===== src/rtl/des_pkg.sv =====
// DES key-schedule constants and helpers.
//   PC1_TAB / PC2_TAB : DES permutation tables, 1-based, MSB-first bit numbers
//   SHIFT_TAB         : per-round rotate amounts, index 0 is round 1
//   pc1()             : 64-bit key -> 56-bit {C0,D0}; parity bits dropped
//   rotl28()/rotr28() : rotate one 28-bit half by 1 or 2
package des_pkg;

    localparam int KEY_W    = 64;
    localparam int CD_W     = 28;
    localparam int SUBKEY_W = 48;
    localparam int ROUND_W  = 4;

    localparam int PC1_TAB [56] = '{
        57, 49, 41, 33, 25, 17,  9,  1, 58, 50, 42, 34, 26, 18,
        10,  2, 59, 51, 43, 35, 27, 19, 11,  3, 60, 52, 44, 36,
        63, 55, 47, 39, 31, 23, 15,  7, 62, 54, 46, 38, 30, 22,
        14,  6, 61, 53, 45, 37, 29, 21, 13,  5, 28, 20, 12,  4
    };

    localparam int PC2_TAB [48] = '{
        14, 17, 11, 24,  1,  5,  3, 28, 15,  6, 21, 10,
        23, 19, 12,  4, 26,  8, 16,  7, 27, 20, 13,  2,
        41, 52, 31, 37, 47, 55, 30, 40, 51, 45, 33, 48,
        44, 49, 39, 56, 34, 53, 46, 42, 50, 36, 29, 32
    };

    localparam int SHIFT_TAB [16] = '{1, 1, 2, 2, 2, 2, 2, 2, 1, 2, 2, 2, 2, 2, 2, 1};

    // DES bit n (1-based) of the key lives at key[64-n].
    function automatic logic [2*CD_W-1:0] pc1(input logic [KEY_W-1:0] key);
        logic [2*CD_W-1:0] r;
        r = '0;
        for (int i = 0; i < 2*CD_W; i++) begin
            r[6'(2*CD_W - 1 - i)] = key[6'(KEY_W - PC1_TAB[i])];
        end
        return r;
    endfunction

    function automatic logic [CD_W-1:0] rotl28(input logic [CD_W-1:0] x, input logic two);
        return two ? {x[CD_W-3:0], x[CD_W-1:CD_W-2]} : {x[CD_W-2:0], x[CD_W-1]};
    endfunction

    function automatic logic [CD_W-1:0] rotr28(input logic [CD_W-1:0] x, input logic two);
        return two ? {x[1:0], x[CD_W-1:2]} : {x[0], x[CD_W-1:1]};
    endfunction

endpackage


===== src/rtl/des_pc2.sv =====
// PC-2 compression permutation, purely combinational.
//   cd     : {C,D}, cd[55] is DES bit 1 of C
//   subkey : 48-bit round subkey, subkey[47] is PC-2 output bit 1
module des_pc2
    import des_pkg::*;
(
    input  logic [2*CD_W-1:0]   cd,
    output logic [SUBKEY_W-1:0] subkey
);

    always_comb begin
        subkey = '0;
        for (int i = 0; i < SUBKEY_W; i++) begin
            subkey[6'(SUBKEY_W - 1 - i)] = cd[6'(2*CD_W - PC2_TAB[i])];
        end
    end

endmodule


===== src/rtl/des_subkey_gen.sv =====
// Sequential DES key schedule: streams K1..K16 (encrypt) or K16..K1
// (decrypt), one subkey per valid/ready transfer.
//   i_clk, i_rst       : clock, async active-high reset
//   i_start/i_decrypt  : start request and direction, sampled only when idle
//   i_key              : 64-bit DES key, parity bits ignored
//   i_ready            : consumer accepts o_subkey
//   o_subkey/o_round   : presented subkey and its round index (0 = K1)
//   o_valid/o_busy     : schedule in progress
//   o_done             : one-cycle pulse after the last subkey is taken
//
// state | meaning
// IDLE  | waiting for i_start, outputs forced to zero
// RUN   | presenting subkey for round_q, advance on each transfer
module des_subkey_gen
    import des_pkg::*;
(
    input  logic                i_clk,
    input  logic                i_rst,
    input  logic                i_start,
    input  logic                i_decrypt,
    input  logic [KEY_W-1:0]    i_key,
    input  logic                i_ready,
    output logic [SUBKEY_W-1:0] o_subkey,
    output logic                o_valid,
    output logic [ROUND_W-1:0]  o_round,
    output logic                o_busy,
    output logic                o_done
);

    localparam logic [0:0] ST_IDLE = 1'b0;
    localparam logic [0:0] ST_RUN  = 1'b1;

    logic [0:0]            state;
    logic                  dec_q;
    logic [CD_W-1:0]       c_q;
    logic [CD_W-1:0]       d_q;
    logic [ROUND_W-1:0]    round_q;
    logic                  done_q;

    logic [2*CD_W-1:0]     key_cd;
    logic [ROUND_W-1:0]    sched_idx;
    logic                  shift_two;
    logic                  last_round;
    logic                  running;
    logic [SUBKEY_W-1:0]   pc2_out;

    assign key_cd  = pc1(i_key);
    assign running = (state == ST_RUN);

    // Encrypt moves C(r+1) -> C(r+2) using s[r+2]; decrypt undoes the shift
    // that produced C(r+1), i.e. s[r+1]. SHIFT_TAB is 0-based.
    assign sched_idx  = dec_q ? round_q : round_q + 4'd1;
    assign shift_two  = (SHIFT_TAB[sched_idx] == 2);
    assign last_round = dec_q ? (round_q == 4'd0) : (round_q == 4'd15);

    always_ff @(posedge i_clk or posedge i_rst) begin
        if (i_rst) begin
            state   <= ST_IDLE;
            dec_q   <= 1'b0;
            c_q     <= '0;
            d_q     <= '0;
            round_q <= '0;
            done_q  <= 1'b0;
        end else begin
            done_q <= 1'b0;
            case (state)
                ST_IDLE: begin
                    if (i_start) begin
                        dec_q <= i_decrypt;
                        state <= ST_RUN;
                        if (i_decrypt) begin
                            // Total rotation over 16 rounds is 28, so C16/D16 equal C0/D0.
                            c_q     <= key_cd[2*CD_W-1:CD_W];
                            d_q     <= key_cd[CD_W-1:0];
                            round_q <= 4'd15;
                        end else begin
                            c_q     <= rotl28(key_cd[2*CD_W-1:CD_W], 1'b0);
                            d_q     <= rotl28(key_cd[CD_W-1:0], 1'b0);
                            round_q <= 4'd0;
                        end
                    end
                end
                ST_RUN: begin
                    if (i_ready) begin
                        if (last_round) begin
                            state  <= ST_IDLE;
                            done_q <= 1'b1;
                        end else if (dec_q) begin
                            c_q     <= rotr28(c_q, shift_two);
                            d_q     <= rotr28(d_q, shift_two);
                            round_q <= round_q - 4'd1;
                        end else begin
                            c_q     <= rotl28(c_q, shift_two);
                            d_q     <= rotl28(d_q, shift_two);
                            round_q <= round_q + 4'd1;
                        end
                    end
                end
                default: state <= ST_IDLE;
            endcase
        end
    end

    des_pc2 u_pc2 (
        .cd     ({c_q, d_q}),
        .subkey (pc2_out)
    );

    // C/D keep the last run's material while idle; mask it off the outputs.
    assign o_subkey = running ? pc2_out : '0;
    assign o_round  = running ? round_q : '0;
    assign o_valid  = running;
    assign o_busy   = running;
    assign o_done   = done_q;

endmodule


===== config.mk =====
export PLATFORM = sky130hd
export DESIGN_NAME = des_subkey_gen
export DESIGN_NICKNAME = d
export VERILOG_FILES = /design/src/rtl/des_pkg.sv /design/src/rtl/des_pc2.sv /design/src/rtl/des_subkey_gen.sv
export SDC_FILE = /design/constraint.sdc
export NUM_CORES = 1
export LEC_CHECK = 0
export ABC_AREA = 0
export CAP_MARGIN = 20
export CORE_MARGIN = 1.5
export CORE_UTILIZATION = 40
export CTS_BUF_LIST = sky130_fd_sc_hd__clkbuf_8
export DETAILED_ROUTE_END_ITERATION = 10
export PLACE_DENSITY_LB_ADDON = 0.2
export SKIP_CTS_REPAIR_TIMING = 1
export SLEW_MARGIN = 15
export SYNTH_ARGS = -nofsm -noshare
export SYNTH_HDL_FRONTEND = slang
export SYNTH_SLANG_ARGS = --single-unit

===== constraint.sdc =====
create_clock -name i_clk -period 2.87 [get_ports i_clk]
set_input_delay 0.574 -clock i_clk [delete_from_list [all_inputs] [get_ports i_clk]]
set_output_delay 0.574 -clock i_clk [all_outputs]
set_load 0.01 [all_outputs]

# Word-level counts from Yosys, hierarchy flattened
# Memory sizes are Yosys's and may differ from the RTL's.
# Cells that the tools add are included.
# totals
register_bits	63
romBits	512
n_memories	1
# op_classes
n_addsub	2
magnitude_cmp	1
n_eq_ne	5
n_mux	35
n_bitwise	2
reduce_logical	3
# memory_table
memory	depth	width	rd	rd_ports_with_merged_regs	write_ports	line	source
(name not given)	16	32	1	0	0	des_subkey_gen.sv:53	assign shift_two = (SHIFT_TAB[sched_idx] == 2);
# op_table
op	count
$mux W28	13
$pmux W28 S2	2
$mux W32	3
$eq A32 B3 Y1 const B	1
$mux W4	7
$pmux W4 S2	1
$mux W1	7
$ne A2 B2 Y1 const B	3
$ge A5 B5 Y1 const B	1
$mux W5	1
$not A4 Y5	1
$add A4 B1 Y4 const B	1
$eq A4 B4 Y1 const B	1
$logic_not A4 Y1	1
$sub A4 B1 Y4 const B	1
$reduce_and A3 Y1	1
$pmux W1 S2	1
$reduce_and A2 Y1	1
$not A1 Y1	1

# Logic depth before layout (Yosys ltp)
# Gate-level depths: netlist (run 1).
# depth
depth_word	12
ltp_mapped	12

# Hierarchy
# Synthesis (run 1) repeated with hierarchy kept, for this count alone.
# unflattened
cells_unflattened	625
area_unflattened_um2	5520.3
# modules_own_cells
mod	instances	cells_each	area_each_um2	seq_area_each_um2
des_subkey_gen	1	576	5156.2	1576.5
des_pc2	1	49	364.1	0.0

# Least setup slack after synthesis (run 1)
# No wires, ideal clock.
# synth_path
path_type	reg2reg
startpoint	reg dec_q
endpoint	reg c_q[10]
setup_ns	0.126
t_arrival_ns	3.049
setup_slack_ns	-0.305
path_stages_with_launch	13
n_path_buf	5
cell_sequence	dfrtp_1 buf_1 inv_1 clkbuf_1 ha_1 nor2b_1 buf_2 mux2i_4 nand2_2 buf_6 buf_6 mux2_1 a221o_1
# synth_via
elab_chain_cells	11
elab_cells_between_ends	15
cone_classes	2 x eq/ne; 10 x mux; 1 x bitwise; 1 x reduce/logical; 1 x memory
# synth_rtl
element	line	source
start: declaration	des_subkey_gen.sv:34	logic dec_q;
start signal: assignment	des_subkey_gen.sv:69	dec_q <= i_decrypt;
$mux W4	des_subkey_gen.sv:52	assign sched_idx = dec_q ? round_q : round_q + 4'd1;
$not A4 Y5 (not written as such)	des_subkey_gen.sv:53	
$mem_v2 Z16 W32	--	
$mux W32 (not written as such) (2 in a row)	des_subkey_gen.sv:53	
$eq A32 B3 Y1	des_subkey_gen.sv:53	
$mux W28 (on tied branches)	des_pkg.sv:40, des_pkg.sv:44	
$mux W28	des_subkey_gen.sv:88	end else if (dec_q) begin
$mux W28	des_subkey_gen.sv:85	if (last_round) begin
$mux W28	des_subkey_gen.sv:84	if (i_ready) begin
$pmux W28 S2	des_subkey_gen.sv:66	case (state)
end signal: assignment	des_subkey_gen.sv:73	c_q <= key_cd[2*CD_W-1:CD_W];
end signal: assignment	des_subkey_gen.sv:89	c_q <= rotr28(c_q, shift_two);
end signal: assignment	des_subkey_gen.sv:93	c_q <= rotl28(c_q, shift_two);
end: declaration	des_subkey_gen.sv:35	logic [CD_W-1:0] c_q;
# Parallel ways exist; a longest one is shown, timed or not. The select of a mux whose other input is x is not followed.
# A chain may end at the register's enable or synchronous reset.

# Worst setup path after layout (run 1)
# layout_path
startpoint	reg round_q[0]
endpoint	reg c_q[9]
# layout_via
elab_chain_cells	12
elab_cells_between_ends	18
cone_classes	1 x add/sub; 3 x eq/ne; 10 x mux; 1 x bitwise; 2 x reduce/logical; 1 x memory
# layout_rtl
element	line	source
start: declaration	des_subkey_gen.sv:37	logic [ROUND_W-1:0] round_q;
start signal: assignment	des_subkey_gen.sv:91	round_q <= round_q - 4'd1;
start signal: assignment	des_subkey_gen.sv:95	round_q <= round_q + 4'd1;
$add A4 B1 Y4	des_subkey_gen.sv:52	
$mux W4	des_subkey_gen.sv:52	
$not A4 Y5 (not written as such)	des_subkey_gen.sv:53	
$mem_v2 Z16 W32	--	
$mux W32 (not written as such) (2 in a row)	des_subkey_gen.sv:53	
$eq A32 B3 Y1	des_subkey_gen.sv:53	
$mux W28 (on tied branches)	des_pkg.sv:40, des_pkg.sv:44	
$mux W28	des_subkey_gen.sv:88	
$mux W28	des_subkey_gen.sv:85	
$mux W28	des_subkey_gen.sv:84	
$pmux W28 S2	des_subkey_gen.sv:66	
# Parallel ways exist; a longest one is shown, timed or not. The select of a mux whose other input is x is not followed.

==> results of run 1 <==
[worst max-delay path: stages, from the launching register on]
cell and delay (ns):
dfrtp_1 0.41, inv_1 0.08, ha_1 0.30, nor2b_1 0.12, buf_4 0.25, mux2i_4 0.28, nand2_2 0.17, buf_12 0.24
mux2_1 0.34, a221o_1 0.33
[logic make-up after synthesis]
group | after synthesis | synth area share (%)
xor+xnor | 3 | 0.509
mux | 102 | 21.4
simple gates | 163 | 15.8
flops | 63 | 30.5
other cells | 1 | 0.0726
compound gates | 152 | 21.2
fa+ha+maj | 5 | 1.21
buf+inv | 85 | 9.23
[final cells by class]
class	instances	share of cell area [%]
clock buffers	10	2.26
clock inverters	5	1.21
inverters	11	0.679
multi-input cells	447	52.5
flip-flops and latches	63	25.9
well taps	172	3.54
repair buffers	86	13.8
[cell usage in the layout (no fill, tap or decap), drive strengths merged, types with 11 or more instances in the layout]
cell type,netlist,final
o21ai,27,27
conb,1,22
a211oi,15,15
a221o,37,37
buf,46,33
a21oi,24,24
clkdlybuf4s50,0,53
mux2,50,50
inv,10,11
nor2,27,27
and2,24,24
a31oi,18,18
nand2,72,72
mux2i,52,52
dfrtp,63,63
[where the power goes]
part | switching, mW | internal (mW)
Clock | 0.381 | 0.502
Sequential | 0.573 | 1.28
Combinational | 2.92 | 2.67
[sequential cells by signal, summed over array words and instances, names as in the netlist]
| register | flops |
|---|---|
| dec_q | 1 |
| c_q | 28 |
| round_q | 4 |
| d_q | 28 |
| o_done | 1 |
| o_busy | 1 |
[per-layer routing]
layer	track usage, %	wire [um]	vias to the layer above
met5	0	0	-
met2	36.5	6880	148
met3	4.93	803	31
met1	30.1	6780	2282
li1	-	-	2175
met4	8.84	385	0
[through the flow]
stage               setup TNS [ns]  hold slack (ns)  cell area (sq um)
floorplan                        0            0.511               5260
global placement                 0            0.544               5870
detailed placement               0            0.545               5870
CTS                        -0.0280            0.562               6080
global route                     0            0.591               6080
finish                           0            0.562               6080
[worst min-delay path by stage]
stage | cells after the start | slack [ns] | start | to
3_5_place_dp | 1 | 0.55 | c_q[16] | c_q[16]
2_1_floorplan | 2 | 0.51 | c_q[4] | c_q[4]
6_report | 1 | 0.56 | c_q[16] | c_q[16]
3_3_place_gp | 1 | 0.54 | c_q[16] | c_q[16]
4_1_cts | 1 | 0.56 | c_q[16] | c_q[16]
5_1_grt | 1 | 0.59 | c_q[16] | c_q[16]
==> reports/results.ini, run 1 <==
[run_status]
outcome=completed

[routing]
wirelength_um=14800
drc=0
ant_nets=0
first_iter_violations=358
wl_per_cell_um=18.7
avgViaCountPerCell=5.84
drt-pass1-iter-count=5
num_vias=4636

[timing]
finalCritPeriodShare_pct=91.5
setup_ws_ns=0.243
fmax_ghz=0.381
fin_crit_ns=2.63
finalClockSkew_ns=0.00978
final-setup-viol-count=0
timing_hold_violations_final=0
rsz0062_at_grt=false
finalMaxSlewViolations=0

[layout]
n_antenna_cell=0
syn2layout_area_growth_pct=17.8
stdcell_count=794
ff_latch_area_sq_mm=0.00158
post-route-util_pct=48.2
drive_gt1_share_pct=14.3
multi_input_comb_area_sq_mm=0.00320
num-nets-final=692
fillers=1244

[synthesis]
ys_ff_latch=63
yosys_warnings=0
yosys.area.top_type=dfrtp_1
synthTopCellsByArea=dfrtp_1 31%, mux2i_1 9.5%, a221o_1 7.2%, mux2_2 7.0%, nand2_1 5.2%
synth_flop_cell=dfrtp_1
synth.most_common_cell=nand2_1
syn_avg_cell_area_sq_um=9.00
synthCells=574
synth_seq_area_share_pct=30.5
synth_cell_type_count=55
async_flop_share_pct=100
synth_edf_count=0
synth_top_area_share_pct=30.5
synthTopCellsByCount=71 x nand2_1, 63 x dfrtp_1, 49 x mux2i_1, 37 x a221o_1, 32 x mux2_2
netlist_area_sq_mm=0.00516

[hold_path]
min_path_type=flop to flop

[place]
place_congestion=0.907
dp.cells=779
place_hpwl_um=9880
portBuffers=53
dp_slack_ns=0.285

[worst_setup_path]
critPathKind=flop to flop
required_ns=3.11
worstPathMaxFanout=33
regToRegEndpoint=c_q[9]
reg2reg_depth=9
startpoint=round_q[0]
worstSetupStartpointType=flop
cp-endpoint=c_q[9]
critPathCaptureType=flop
cp.arrival_ns=2.87
r2r-start=round_q[0]
reg2reg_slack_ns=0.24

[die]
core_area_sq_mm=0.0126
rows=41
fp.dieH_um=117
dieArea_sq_mm=0.0136
io_pins=124
die_x_um=117
start_util_pct=40.9

[power]
power_density_mw_per_mm2=1370
power_mw=8.32
ir_worst_vdd_mv=1.02
leakage_nw=2.60

[cts]
cts_tree=yes
cts_sinks=63
clk_latency_ns=0.36
htree_num_levels=3
cts_buffer_depth=2
ctsRootBufferMaster=clkbuf_8
clk_pin_slew_worst_paths_ns=0.07
cts_buffers=9

[grt]
grt_usage_pct=22.7
grt_pass1_wl_um=23900
antenna_found_initial=0
grt_max_degree=64
grt_overflow=0
grt_pass1_vias=4594

[run]
drv_cap=0

Note: power is estimated with default switching activity, not from simulation.
==> run 2, diff against run 1 <==
Settings changed: CTS_CLUSTER_SIZE set to 8, GPL_ROUTABILITY_DRIVEN set to 0.
==> results of run 2 <==
Final layout, timing and power as in run 1 (identical DEF).
